`config.mk`:
```
export PLATFORM = sky130hd
export DESIGN_NAME = regincr_pipe
export DESIGN_NICKNAME = d
export VERILOG_FILES = /design/src/rtl/regincr_pkg.sv /design/src/rtl/regincr_stage.sv /design/src/rtl/regincr_pipe.sv
export SDC_FILE = /design/constraint.sdc
export NUM_CORES = 1
export LEC_CHECK = 0
export BUFFER_PORTS_ARGS = -buffer_cell sky130_fd_sc_hd__buf_2
export CORE_UTILIZATION = 36
export DETAILED_ROUTE_END_ITERATION = 7
export MAX_ROUTING_LAYER = met4
export PLACE_DENSITY = 0.6
export SYNTH_ARGS = -nofsm -noshare
export SYNTH_HDL_FRONTEND = slang
export SYNTH_SLANG_ARGS = --single-unit
export TNS_END_PERCENT = 30
```
`constraint.sdc`:
```
create_clock -name clk -period 2.5 [get_ports clk]
set_input_delay 0 -clock clk [delete_from_list [all_inputs] [get_ports clk]]
set_output_delay 0 -clock clk [all_outputs]
set_load 0.005 [all_outputs]
```
`src/rtl/regincr_pkg.sv`:
```
// Shared constants and per-stage increment functions for the regincr_pipe slice.
// Functions work on a fixed 64-bit container; callers zero-extend their NBITS
// operands in and truncate the result back, so NBITS is limited to 64.
package regincr_pkg;

  localparam int unsigned REGINCR_DFLT_NBITS   = 8;
  localparam int unsigned REGINCR_DFLT_NSTAGES = 2;
  localparam int unsigned REGINCR_DFLT_INCR    = 1;

  localparam int unsigned REGINCR_MAX_NBITS = 64;

  typedef logic [REGINCR_MAX_NBITS-1:0] regincr_word_t;
  typedef logic [REGINCR_MAX_NBITS:0]   regincr_sum_t;

  // All-ones in the low nbits bits; nbits == 64 shifts to zero and wraps to all-ones.
  function automatic regincr_word_t regincr_mask(int unsigned nbits);
    return (regincr_word_t'(1) << nbits) - regincr_word_t'(1);
  endfunction

  // Modulo-2^nbits add; carry-out is discarded.
  function automatic regincr_word_t incr_wrap(regincr_word_t src, regincr_word_t incr,
                                              int unsigned nbits);
    regincr_sum_t sum;
    sum = {1'b0, src} + {1'b0, incr};
    return regincr_word_t'(sum) & regincr_mask(nbits);
  endfunction

  // Add clamped to 2^nbits-1. Operands are below 2^nbits, so any bit at or above
  // position nbits in the sum is the carry-out.
  function automatic regincr_word_t incr_sat(regincr_word_t src, regincr_word_t incr,
                                             int unsigned nbits);
    regincr_sum_t sum;
    logic         carry;
    sum   = {1'b0, src} + {1'b0, incr};
    carry = |(sum >> nbits);
    return carry ? regincr_mask(nbits) : (regincr_word_t'(sum) & regincr_mask(nbits));
  endfunction

endpackage

```
`src/rtl/regincr_stage.sv`:
```
// One val/rdy pipeline stage: valid flop, data flop, incrementer, ready logic.
// Build option: define REGINCR_PIPE_SAT_EN for a saturating add instead of wrapping.
module regincr_stage
  import regincr_pkg::*;
#(
  parameter int unsigned NBITS = REGINCR_DFLT_NBITS,
  parameter int unsigned INCR  = REGINCR_DFLT_INCR
) (
  input  logic             clk,
  input  logic             reset,
  input  logic             in_val,
  output logic             in_rdy,
  input  logic [NBITS-1:0] in_msg,
  output logic             out_val,
  input  logic             out_rdy,
  output logic [NBITS-1:0] out_msg
);

  logic             val_q;
  logic [NBITS-1:0] data_q;
  logic [NBITS-1:0] data_d;

  // Incremented value of the upstream message.
  always_comb begin
`ifdef REGINCR_PIPE_SAT_EN
    data_d = NBITS'(incr_sat(regincr_word_t'(in_msg), regincr_word_t'(INCR), NBITS));
`else
    data_d = NBITS'(incr_wrap(regincr_word_t'(in_msg), regincr_word_t'(INCR), NBITS));
`endif
  end

  // A stage can take a new message if it is empty or its occupant leaves this cycle.
  assign in_rdy  = !val_q || out_rdy;
  assign out_val = val_q;
  assign out_msg = data_q;

  // Valid follows upstream when ready; data only captures real messages.
  always_ff @(posedge clk or posedge reset) begin
    if (reset) begin
      val_q  <= 1'b0;
      data_q <= '0;
    end else if (in_rdy) begin
      val_q <= in_val;
      if (in_val) begin
        data_q <= data_d;
      end
    end
  end

endmodule

```
`src/rtl/regincr_pipe.sv`:
```
// Elastic NSTAGES-deep registered incrementer: out_msg = in_msg + NSTAGES*INCR.
// Build option: define REGINCR_PIPE_SAT_EN for saturating stages instead of wrapping.
module regincr_pipe
  import regincr_pkg::*;
#(
  parameter int unsigned NBITS   = REGINCR_DFLT_NBITS,
  parameter int unsigned NSTAGES = REGINCR_DFLT_NSTAGES,
  parameter int unsigned INCR    = REGINCR_DFLT_INCR
) (
  input  logic             clk,
  input  logic             reset,
  input  logic             in_val,
  output logic             in_rdy,
  input  logic [NBITS-1:0] in_msg,
  output logic             out_val,
  input  logic             out_rdy,
  output logic [NBITS-1:0] out_msg
);

  // Index k is the input side of stage k; index NSTAGES is the pipe output.
  logic             chain_val [NSTAGES+1];
  logic [NBITS-1:0] chain_msg [NSTAGES+1];
  logic             rdy       [NSTAGES+1];

  assign chain_val[0] = in_val;
  assign chain_msg[0] = in_msg;
  assign rdy[NSTAGES] = out_rdy;

  assign in_rdy  = rdy[0];
  assign out_val = chain_val[NSTAGES];
  assign out_msg = chain_msg[NSTAGES];

  for (genvar k = 0; k < NSTAGES; k++) begin : g_stage
    regincr_stage #(
      .NBITS(NBITS),
      .INCR (INCR)
    ) u_stage (
      .clk    (clk),
      .reset  (reset),
      .in_val (chain_val[k]),
      .in_rdy (rdy[k]),
      .in_msg (chain_msg[k]),
      .out_val(chain_val[k+1]),
      .out_rdy(rdy[k+1]),
      .out_msg(chain_msg[k+1])
    );
  end

endmodule
```
==> out/results.txt <==
Die width = 54.4 microns
CTS Buf Count = 3
Period minus WS final = 1350 ps
Total die area = 0.00296 sq mm
Worst Hold Path Cells = 2
Max FO, Critical Path = 8
Routed len/inst = 12.6 microns
Synth top area cells = dfrtp_1, a21oi_1, buf_4
DRT antenna net count = 0
Post-DP HPWL = 1400 microns
Pin count of the biggest net entering global routing = 19
Status = finished, final reports clean
Final setup vio count = 0
Final WL = 1810 microns
I/O pin cnt = 22
Post-synth top area share = 0.456
Initial Utilization = 0.388
Number of global-route vias before repair = 740
Row Count = 18
Util after Layout = 0.438
Congestion Overflow GR = 0
Worst-Margin Slew = 668 ps
Fin Setup TNS = 0 ps
Synthesis Warnings = 0
# Max-Cap Violations = 0
CTS tree = built
Initial antenna violation count = 0
Area Overhead vs Synth = 12.7%
Crit path largest cell delay = 430 ps
Post-synth top cells = a21oi_1, dfrtp_1, buf_4
Relative slew slack = 0.554
Overall routing resource usage = 0.155
Layout cell share with drive strength beyond 1 = 0.263
Final Cycle Share = 0.540
Leak pwr = 0.461 nW
Crit path required time = 2670 ps
Area of the core = 0.00254 sq mm
H-tree depth = 1
Worst-Skew Late Latency = 290 ps
DRT Pass-1 Iters = 4
FF-to-FF path depth = 3
Worst Slack Setup Final = 1150 ps
Main synth FF type = dfrtp_1
# DRC = 0
CP Capture Type = flip-flop
PortBufs = 21
Post-CTS Setup Bufs = 0
Cts repair resizes = 0
Via density = 4.99
Final #Nets = 129
Yosys reg bits = 18
Fmax = 740 MHz
Unrepaired setup endpoints after global routing = no
Die height = 54.4 microns
Hold_buf cts = 4
Dpl ws = 1150 ps
Ys async rst share = 1.00
Hold Fails Final Rpt = 0
Clk slew on worst S/H paths = 100 ps
Post-synth EDFFs = 0
First-pass GRT wire length = 3140 microns
Routability cong. = 0.806
Hold crit path type = input pin to flip-flop
CP bufs+invs = 0
Synth Cell Area = 988 sq um
CTS sink count = 18
Critical-path top delay cell = dfrtp_1
Setup CP Type = flip-flop to flip-flop
Cells after Synth = 97
Number of inserted diodes = 0
CTS Root Cell = clkbuf_4
Worst VDD drop = 0.309 mV
Post-Syn Nets = 111
Unique cell type count in the Yosys netlist = 23
Pwr/cell area = 696 mW/mm^2
Levels on crit path = 3
Vias = 718
Worst setup SP type = flip-flop
Placed Instances = 136
Finished Layout Cells = 144
Fin. max-slew vios = 0
DR iter-0 viols = 10
Clock Skew = 3.07 ps
Syn Area/Cell = 10.2 sq um
Biggest area consumer among synthesized cells = dfrtp_1
CP top delay family = simple AND/OR/NAND/NOR gates
CTS max path bufs = 2
Critical path data arrival time = 1520 ps
Critical path, cell by cell = nand2b_2 -> and2_1 -> mux2_1
Register area share after synthesis = 0.456
[report_power, final]
| group | switching [mW] | total, mW | internal [mW] |
|---|---|---|---|
| logic | 0.0937 | 0.198 | 0.104 |
| clock network | 0.0861 | 0.175 | 0.0886 |
| registers | 0.0497 | 0.403 | 0.353 |
[worst register-to-register path, delay by kind of cell, from the launching register on]
| kind | cells | cell delay, ps |
|---|---|---|
| flops | 1 | 430 |
| mux | 1 | 360 |
| simple gates | 2 | 460 |
[final cells by class]
cell class	count	area, sq um
Fill cell	284	1430
Sequential cell	18	450
Multi-Input combinational cell	66	440
Timing Repair Buffer	25	145
Tap cell	30	37.5
Clock buffer	4	36.3
Inverter	1	3.75
[routing by layer]
layer  track usage  vias to the layer above  share of wire
li1              -                      375              -
met1         0.166                      324           0.48
met2         0.272                       17           0.48
met3        0.0167                        2          0.026
met4        0.0897                        0          0.015
met5             -                        -              0
[worst paths after layout]
| path | slack, ps | end | from |
|---|---|---|---|
| worst max-delay path | 1150 | g_stage[1].u_stage.out_msg[1]$_DFFE_PP0P_ | g_stage[1].u_stage.out_val$_DFFE_PP0P_ |
| worst min-delay path | 30 | g_stage[0].u_stage.out_val$_DFFE_PP0P_ | in_val |
| worst max register to register | 1150 | g_stage[1].u_stage.out_msg[1]$_DFFE_PP0P_ | g_stage[1].u_stage.out_val$_DFFE_PP0P_ |
| worst min register to register | 490 | g_stage[1].u_stage.out_msg[4]$_DFFE_PP0P_ | g_stage[1].u_stage.out_msg[4]$_DFFE_PP0P_ |
| max in group asynchronous | 1740 | g_stage[1].u_stage.out_msg[2]$_DFFE_PP0P_ | reset |
| min in group asynchronous | 340 | g_stage[0].u_stage.out_msg[6]$_DFFE_PP0P_ | reset |
[layout by cell type (no fill, tap or decap)]
cell           instances
and2_1                 1
mux2_1                 3
nand2_1                4
nand3_1                5
and2_4                 1
dlygate4sd3_1          4
nand3b_4               1
o21ai_0                6
inv_1                  1
xnor2_1                4
mux2_4                 1
nand4_1                2
buf_2                 21
a21oi_1               18
clkbuf_8               1
dfrtp_1               18
clkbuf_4               3
nand2b_2               1
a31oi_1                6
nand2b_1               2
nand3_2                1
ha_1                   2
or3_1                  6
xor2_1                 2
[logic make-up (layout without fill, tap and decap cells)]
group | Yosys count | after routing | share of synthesized area
AO/OA/AOI/OAI | 30 | 30 | 0.160
AND/OR/NAND/NOR | 24 | 24 | 0.158
flip-flops | 18 | 18 | 0.456
buffers and inverters | 13 | 30 | 0.0987
XOR/XNOR | 6 | 6 | 0.0532
multiplexers | 4 | 4 | 0.0494
adder cells (fa/ha/maj) | 2 | 2 | 0.0253
[registers in the layout, summed over array words and instances (netlist names)]
register,cells
g_stage.u_stage.out_msg,16
g_stage.u_stage.out_val,2
[metrics by stage]
step | hold slack [ps] | power, mW | cell area, sq um
4_1_cts | 10.1 | 0.791 | 1110
3_3_place_gp | 122 | 0.597 | 1040
3_5_place_dp | 137 | 0.607 | 1040
5_1_grt | 18.3 | 0.843 | 1110
2_1_floorplan | -61.4 | 0.581 | 988
6_report | 25.8 | 0.776 | 1110
Power figures use the tool's default switching activity.
